File: src/rtl/load_store_unit.sv
// Load/store unit between a CPU request port and a single-ported word memory.
// Handles byte/half/word accesses, sign/zero extension and read-modify-write sub-word stores.
module load_store_unit #(
  parameter int unsigned AW = 8
) (
  input  logic          clk,
  input  logic          rst,
  input  logic          req_valid,
  output logic          req_ready,
  input  logic          req_we,
  input  logic [1:0]    req_size,
  input  logic          req_signed,
  input  logic [AW+1:0] req_addr,
  input  logic [31:0]   req_wdata,
  output logic          resp_valid,
  output logic [31:0]   resp_rdata,
  output logic          resp_err,
  output logic          mem_we,
  output logic [AW-1:0] mem_a,
  output logic [31:0]   mem_wd,
  input  logic [31:0]   mem_rd
);

  typedef enum logic [2:0] {StIdle, StRd, StWr, StResp, StErr} state_e;

  state_e        state_q;
  logic          we_q;
  logic          sgn_q;
  logic [1:0]    size_q;
  logic [AW+1:0] addr_q;
  logic [31:0]   wdata_q;
  logic [31:0]   rbuf_q;

  logic          misaligned;
  logic [4:0]    lane_shift;
  logic [31:0]   lane;
  logic [31:0]   lane_mask;
  logic [31:0]   ins_data;
  logic [31:0]   load_val;
  logic [31:0]   store_val;

  always_comb begin
    misaligned = (req_size == 2'b11) ||
                 (req_size == 2'b01 && req_addr[0]) ||
                 (req_size == 2'b10 && req_addr[1:0] != 2'b00);
  end

  always_ff @(posedge clk) begin
    if (rst) begin
      state_q <= StIdle;
      we_q    <= 1'b0;
      sgn_q   <= 1'b0;
      size_q  <= 2'b00;
      addr_q  <= '0;
      wdata_q <= '0;
      rbuf_q  <= '0;
    end else begin
      case (state_q)
        StIdle: begin
          if (req_valid) begin
            we_q    <= req_we;
            sgn_q   <= req_signed;
            size_q  <= req_size;
            addr_q  <= req_addr;
            wdata_q <= req_wdata;
            if (misaligned) begin
              state_q <= StErr;
            end else if (req_we && req_size == 2'b10) begin
              state_q <= StWr;
            end else begin
              state_q <= StRd;
            end
          end
        end
        StRd: begin
          rbuf_q  <= mem_rd;
          state_q <= we_q ? StWr : StResp;
        end
        StWr:           state_q <= StResp;
        StResp, StErr:  state_q <= StIdle;
        default:        state_q <= StIdle;
      endcase
    end
  end

  // Aligned half accesses have addr[0]=0, so one shift serves both byte and half lanes.
  always_comb begin
    lane_shift = {addr_q[1:0], 3'b000};
    lane       = rbuf_q >> lane_shift;
    load_val   = rbuf_q;
    lane_mask  = '1;
    ins_data   = wdata_q;
    case (size_q)
      2'b00: begin
        load_val  = {{24{sgn_q & lane[7]}}, lane[7:0]};
        lane_mask = 32'h0000_00ff << lane_shift;
        ins_data  = {24'b0, wdata_q[7:0]} << lane_shift;
      end
      2'b01: begin
        load_val  = {{16{sgn_q & lane[15]}}, lane[15:0]};
        lane_mask = 32'h0000_ffff << lane_shift;
        ins_data  = {16'b0, wdata_q[15:0]} << lane_shift;
      end
      default: ;
    endcase
    store_val = (rbuf_q & ~lane_mask) | (ins_data & lane_mask);
  end

  assign req_ready  = (state_q == StIdle);
  assign mem_we     = (state_q == StWr) && !rst;
  assign mem_a      = addr_q[AW+1:2];
  assign mem_wd     = (state_q == StWr) ? store_val : 32'h0;
  assign resp_valid = (state_q == StResp) || (state_q == StErr);
  assign resp_err   = (state_q == StErr);
  assign resp_rdata = (state_q == StResp && !we_q) ? load_val : 32'h0;

endmodule

File: config.mk
export PLATFORM = sky130hd
export DESIGN_NAME = load_store_unit
export DESIGN_NICKNAME = d
export VERILOG_FILES = /design/src/rtl/load_store_unit.sv
export SDC_FILE = /design/constraint.sdc
export NUM_CORES = 1
export LEC_CHECK = 0
export ABC_AREA = 1
export BUFFER_PORTS_ARGS = -buffer_cell sky130_fd_sc_hd__buf_2
export CAP_MARGIN = 20
export CORE_AREA = 2 2 126 79
export CTS_CLUSTER_DIAMETER = 100
export DETAILED_ROUTE_END_ITERATION = 8
export DIE_AREA = 0 0 128 81
export GPL_TIMING_DRIVEN = 0
export PLACE_DENSITY_LB_ADDON = 0.05
export SLEW_MARGIN = 20
export SYNTH_ARGS = -nofsm -noshare
export SYNTH_HDL_FRONTEND = slang
export SYNTH_SLANG_ARGS = --single-unit
File: constraint.sdc
create_clock -name clk -period 2.75 [get_ports clk]
set_input_delay 0 -clock clk [delete_from_list [all_inputs] [get_ports clk]]
set_output_delay 0 -clock clk [all_outputs]
set_load 0.01 [all_outputs]
## Word level (Yosys, flattened, before mapping)

Index checks and enable logic that the tools add are counted.

| storage, ports and cells | value |
|---|---|
| memories kept | 0 |
| output and inout port bits | 76 |
| ROM bits | 0 |
| input port bits | 81 |
| bits in writable memories | 0 |
| latch bits | 0 |
| word-level logic and storage cells | 51 |
| register bits | 81 |

| operators by class | value |
|---|---|
| shifts and indexed selects | 5 |
| multipliers | 0 |
| add/subtract/negate cells | 0 |
| $lt $le $gt $ge | 0 |
| bitwise logic cells | 6 |
| reduce and logical (&&, ||, !) cells | 14 |
| mux-type cells | 10 |
| divide/modulo/power cells | 0 |
| equality and inequality tests | 9 |

Operator list:

| cell | count |
|---|---|
| one-hot mux 32 bit (2 select lines) | 3 |
| bitwise AND 32 bit | 2 |
| two-way mux 32 bit | 2 |
| NOT 32 bit | 1 |
| OR 32 bit | 1 |
| << shifter 16 x 5 -> 32 bit | 1 |
| << shifter 16 x 5 -> 32 bit (first input constant) | 1 |
| << shifter 8 x 5 -> 32 bit | 1 |
| << shifter 8 x 5 -> 32 bit (first input constant) | 1 |
| right shift 32 x 5 -> 16 bit | 1 |
| one-hot mux 3 bit (3 select lines) | 1 |
| == test 3 x 2 -> 1 bit (second input constant) | 2 |
| two-way mux 3 bit | 2 |
| logical AND 1 bit | 5 |
| == test 2 x 1 -> 1 bit (second input constant) | 2 |
| == test 2 bit (second input constant) | 2 |
| == test 3 x 1 -> 1 bit (second input constant) | 1 |
| == test 3 bit (second input constant) | 1 |
| zero test 3 bit | 1 |
| logical OR 1 bit | 3 |
| bitwise AND 1 bit | 2 |
| zero test 1 bit | 2 |
| zero test 2 bit | 1 |
| two-way mux 2 bit | 1 |
| 4 further kinds | 4 |

## Logic depth before layout (Yosys ltp)

| logic depth | value |
|---|---|
| depth after elaboration | 7 |
| mapped depth | 11 |
| mapped depth without buffers | 9 |

## Worst setup path before layout

Ideal clock, no wire load.

| path | value |
|---|---|
| kind | register to output |
| from | register addr_q[1] |
| to | output port resp_rdata[21] |
| buffers on the path | 3 |
| arrival time | 1.227 ns |
| data required time | 2.750 ns |
| path slack | 1.523 ns |
| cell stages (with the launch flop) | 11 |
| cells stage by stage | dfxtp_1 -> buf_6 -> inv_4 -> buf_8 -> nand2_2 -> nand2_2 -> nand2_1 -> nand3_2 -> nand2_4 -> buf_6 -> nor2_2 |

| between the ends | value |
|---|---|
| cells in the longest elaborated chain, start to end | 4 |
| elaborated cells between the ends (all ways) | 5 |
| those cells by class | 1 x shift; 2 x mux; 2 x bitwise |

RTL lines:

| item | RTL line | source |
|---|---|---|
| start: declaration | 30 | `logic [AW+1:0] addr_q;` |
| start signal: assignment | 64 | `addr_q <= req_addr;` |
| right shift 32 x 5 -> 16 bit (*) | 89 | `lane = rbuf_q >> lane_shift;` |
| bitwise AND 1 bit, on equally long branches | 100, 95 |  |
| one-hot mux 32 bit (2 select lines) (*) | 93 | `case (size_q)` |
| two-way mux 32 bit (*) | 115 | `assign resp_rdata = (state_q == StResp && !we_q) ? load_val : 32'h0;` |
| end: declaration | 16 | `output logic [31:0] resp_rdata,` |

Every way passes the cells marked *; elsewhere a longest branch is shown, timed or not.

## Final worst setup path

| path | value |
|---|---|
| from | register size_q[0] |
| to | output port mem_wd[21] |

| between the ends | value |
|---|---|
| cells in the longest elaborated chain, start to end | 6 |
| elaborated cells between the ends (all ways) | 9 |
| those cells by class | 1 x eq/ne; 3 x mux; 4 x bitwise; 1 x reduce/logical |

RTL lines:

| item | RTL line | source |
|---|---|---|
| start: declaration | 29 | `logic [1:0] size_q;` |
| start signal: assignment | 63 | `size_q <= req_size;` |
| == test 2 x 1 -> 1 bit or zero test 2 bit (tied branches) | 93 |  |
| one-hot mux 32 bit (2 select lines) | 93 |  |
| NOT 32 bit | 106 | `store_val = (rbuf_q & ~lane_mask) \| (ins_data & lane_mask);` |
| bitwise AND 32 bit | 106 |  |
| OR 32 bit (*) | 106 |  |
| two-way mux 32 bit (*) | 112 | `assign mem_wd = (state_q == StWr) ? store_val : 32'h0;` |
| end: declaration | 20 | `output logic [31:0] mem_wd,` |

Marks and branches as above.

==> results.json <==
{
  "status": "finished with violations",
  "violations": "negative hold slack",
  "die_area_sq_um": 10370,
  "nets": 1066,
  "synth-seq-cells": 81,
  "total_leakage_power_nw": 3.248,
  "first_global_vias": 6005,
  "drv_cap": 0,
  "crit_path_end_kind": "output port",
  "hpwl_um": 14530,
  "timing.hold.ws_ns": -0.0006763,
  "worst_pin_slew_ns": 0.7331,
  "start_kind": "register",
  "cp_data_required_time_ns": 2.75,
  "clk_path_buf_depth": 2,
  "via_count": 6524,
  "slew_viol_final": 0,
  "cpMostUsedCell": "nand2_1",
  "grt_max_degree": 14,
  "finalWirelength_um": 20180,
  "skew_ns": 0.005422,
  "synth_area_per_cell_sq_um": 6.840,
  "clk_pin_slew_worst_paths_ns": 0.07,
  "gp_congestion": 1.055,
  "core_area_sq_um": 9389,
  "synth_cell_types": 37,
  "drive_above_1_share_pct": 28.99,
  "io_buffer_count": 154,
  "routedWlPerCell_um": 18.18,
  "yosys.area.top_type_share_pct": 31.99,
  "path_max_fanout": 10,
  "fin_area_sq_um": 7064,
  "pin_count": 157,
  "cts.sinks": 81,
  "max_freq_mhz": 465.2,
  "drt-initial-drc-count": 682,
  "postLayoutSetupSlackWorst_ns": 0.6006,
  "post-route-period-util_pct": 78.16,
  "irDropWorstVdd_mv": 0.3648,
  "holdCritPathClass": "in -> reg",
  "track_usage_pct": 38.24,
  "via_per_inst": 5.877,
  "ys_top_cells_by_area": "dfxtp_1 (32%), nand2_1 (10%), a21oi_1 (8.7%)",
  "grt-ovfl-total": 0,
  "clock_latency_ns": 0.34,
  "grt_antenna_before_repair": 0,
  "critPathKind": "reg -> out",
  "tns_ns": 0,
  "synth_nets": 822,
  "synth_cells": 741,
  "hold_violations": 1,
  "first_pass_iters": 6,
  "yosysTopAreaCell": "dfxtp_1",
  "setup_viol": 0,
  "area_delta_synth_final_pct": 39.37,
  "synth_common_cells": "nand2_1 (137), a21oi_1 (88), o21ai_0 (86)",
  "cp_num_buf_inv": 3,
  "grt_pass1_wl_um": 30520,
  "n_antenna_cell": 0,
  "slowest_delay_ns": 0.38,
  "cp_slowest_cell": "nor2_2",
  "ant_nets": 0,
  "cp.arrival_ns": 2.15,
  "die-width_um": 128,
  "synth_most_common_cell": "nand2_1",
  "ys_warn_count": 0,
  "cts-htree-levels": 3,
  "synth_area_sq_um": 5069,
  "root_buffer": "clkbuf_16",
  "initial_core_util_pct": 53.98,
  "ys_seq_area_share_pct": 31.99,
  "relSlewSlack_pct": 50.61,
  "synth_edf_count": 0,
  "pwr_density_cell_nw_per_um2": 535.8,
  "cts_tree": "done",
  "post_cts_buffers": 0,
  "chipHeight_um": 81,
  "drc": 0,
  "critPathTopFamily": "simple AND/OR/NAND/NOR gates",
  "numCtsBuffers": 9,
  "crit_chain": "buf_4 > inv_2 > nor2_2 > nand2_1 > o22ai_1 > nand2_1 > a21oi_1 > buf_2",
  "dp_worst_setup_slack_ns": 1.075,
  "postPlaceCellArea_sq_um": 5989,
  "min_period_ns": 2.149,
  "synth_ff_type": "dfxtp_1",
  "rsz0062_at_grt": "no",
  "rows": 28,
  "async_reset_ff_share_pct": 0
}
==> area by class of cell <==
class	instances	area (sq um)
Multi-Input combinational cell	511	2694
Fill cell	756	2325
Sequential cell	81	1622
Timing Repair Buffer	233	1562
Buffer	64	431.7
Inverter	85	321.6
Clock buffer	12	256.5
Tap cell	120	150.1
Clock inverter	4	27.53
==> kinds of logic (layout without fill, tap and decap cells) <==
group                  count (synthesis)  in the layout  synth area share (%)
AOI/OAI and AO/OA                    260            260                 30.04
and+or+nand+nor                      251            251                 23.11
buffers and inverters                149            398                 14.86
DFF                                   81             81                 31.99
==> cell usage in the layout (no fill, tap or decap), types with 2 or more instances in the layout <==
cell type / count
nor2_2: 11
o22ai_1: 9
nor2_1: 24
clkbuf_1: 14
o221ai_1: 6
a21oi_2: 25
o211ai_1: 7
nor2_4: 3
a21oi_1: 88
nand2_4: 3
o21a_1: 9
nand3_1: 54
nor3_1: 7
buf_6: 13
clkinvlp_4: 3
nor2_8: 2
o21ai_2: 4
nand3_2: 2
inv_1: 76
dlygate4sd3_1: 79
nand2_2: 5
clkbuf_8: 2
buf_4: 15
a21oi_4: 2
nand2_1: 137
clkbuf_16: 9
dfxtp_1: 81
o21ai_0: 86
buf_2: 175
o21ai_1: 21
inv_2: 7
==> path summary, 6_finish.rpt <==
| check | from | end | slack (ns) | cells after the start |
|---|---|---|---|---|
| max reg2reg | state_q[0] | wdata_q[10] | 0.78 | 8 |
| max | size_q[0] | mem_wd[21] | 0.60 | 8 |
| min reg2reg | addr_q[7] | addr_q[7] | 0.47 | 2 |
| min | req_size[1] | size_q[1] | -0.0007 | 3 |
==> where the power goes <==
part	switching (W)	internal, W
clock	0.000510	0.000660
combinational	0.000772	0.000454
sequential	0.0000969	0.00129
total	0.00138	0.00241
==> routing by layer <==
metal | global-route usage (%) | wire length, um | up-vias | share of wire [%]
li1 | - | - | 2948 | -
met1 | 48.89 | 8005 | 2985 | 40
met2 | 58.29 | 8519 | 503 | 42
met3 | 14.82 | 2984 | 88 | 15
met4 | 15.16 | 673 | 0 | 3.3
met5 | 1.961 | 0 | - | 0
==> registers in the layout, summed over array words and instances, names as in the netlist <==
signal	cells
addr_q	10
rbuf_q	32
sgn_q	1
size_q	2
state_q	3
wdata_q	32
we_q	1
==> tightest hold or removal path, cell delays in order <==
cell and delay (ns):
buf_2 0.12, o21ai_0 0.08, a21oi_1 0.10
==> repair_timing <==
| action | in CTS | in global routing |
|---|---|---|
| hold endpoints to repair | 74 | 0 |
| gates resized for setup | 0 | 0 |
| setup endpoints to repair | 0 | 0 |
| hold buffers | 79 | 0 |
==> per-stage QoR <==
stage	hold WS (ns)	utilization, %	std cells	power, W
6_report	-0.0006763	75.24	1110	0.003785
3_3_place_gp	0.2668	63.79	1015	0.002449
5_1_grt	0.01939	75.24	1110	0.003920
3_5_place_dp	0.2649	63.79	1015	0.002481
4_1_cts	0.001774	75.24	1110	0.003715
2_1_floorplan	0.1644	-	741	0.002133
Power figures use the tool's default switching activity.
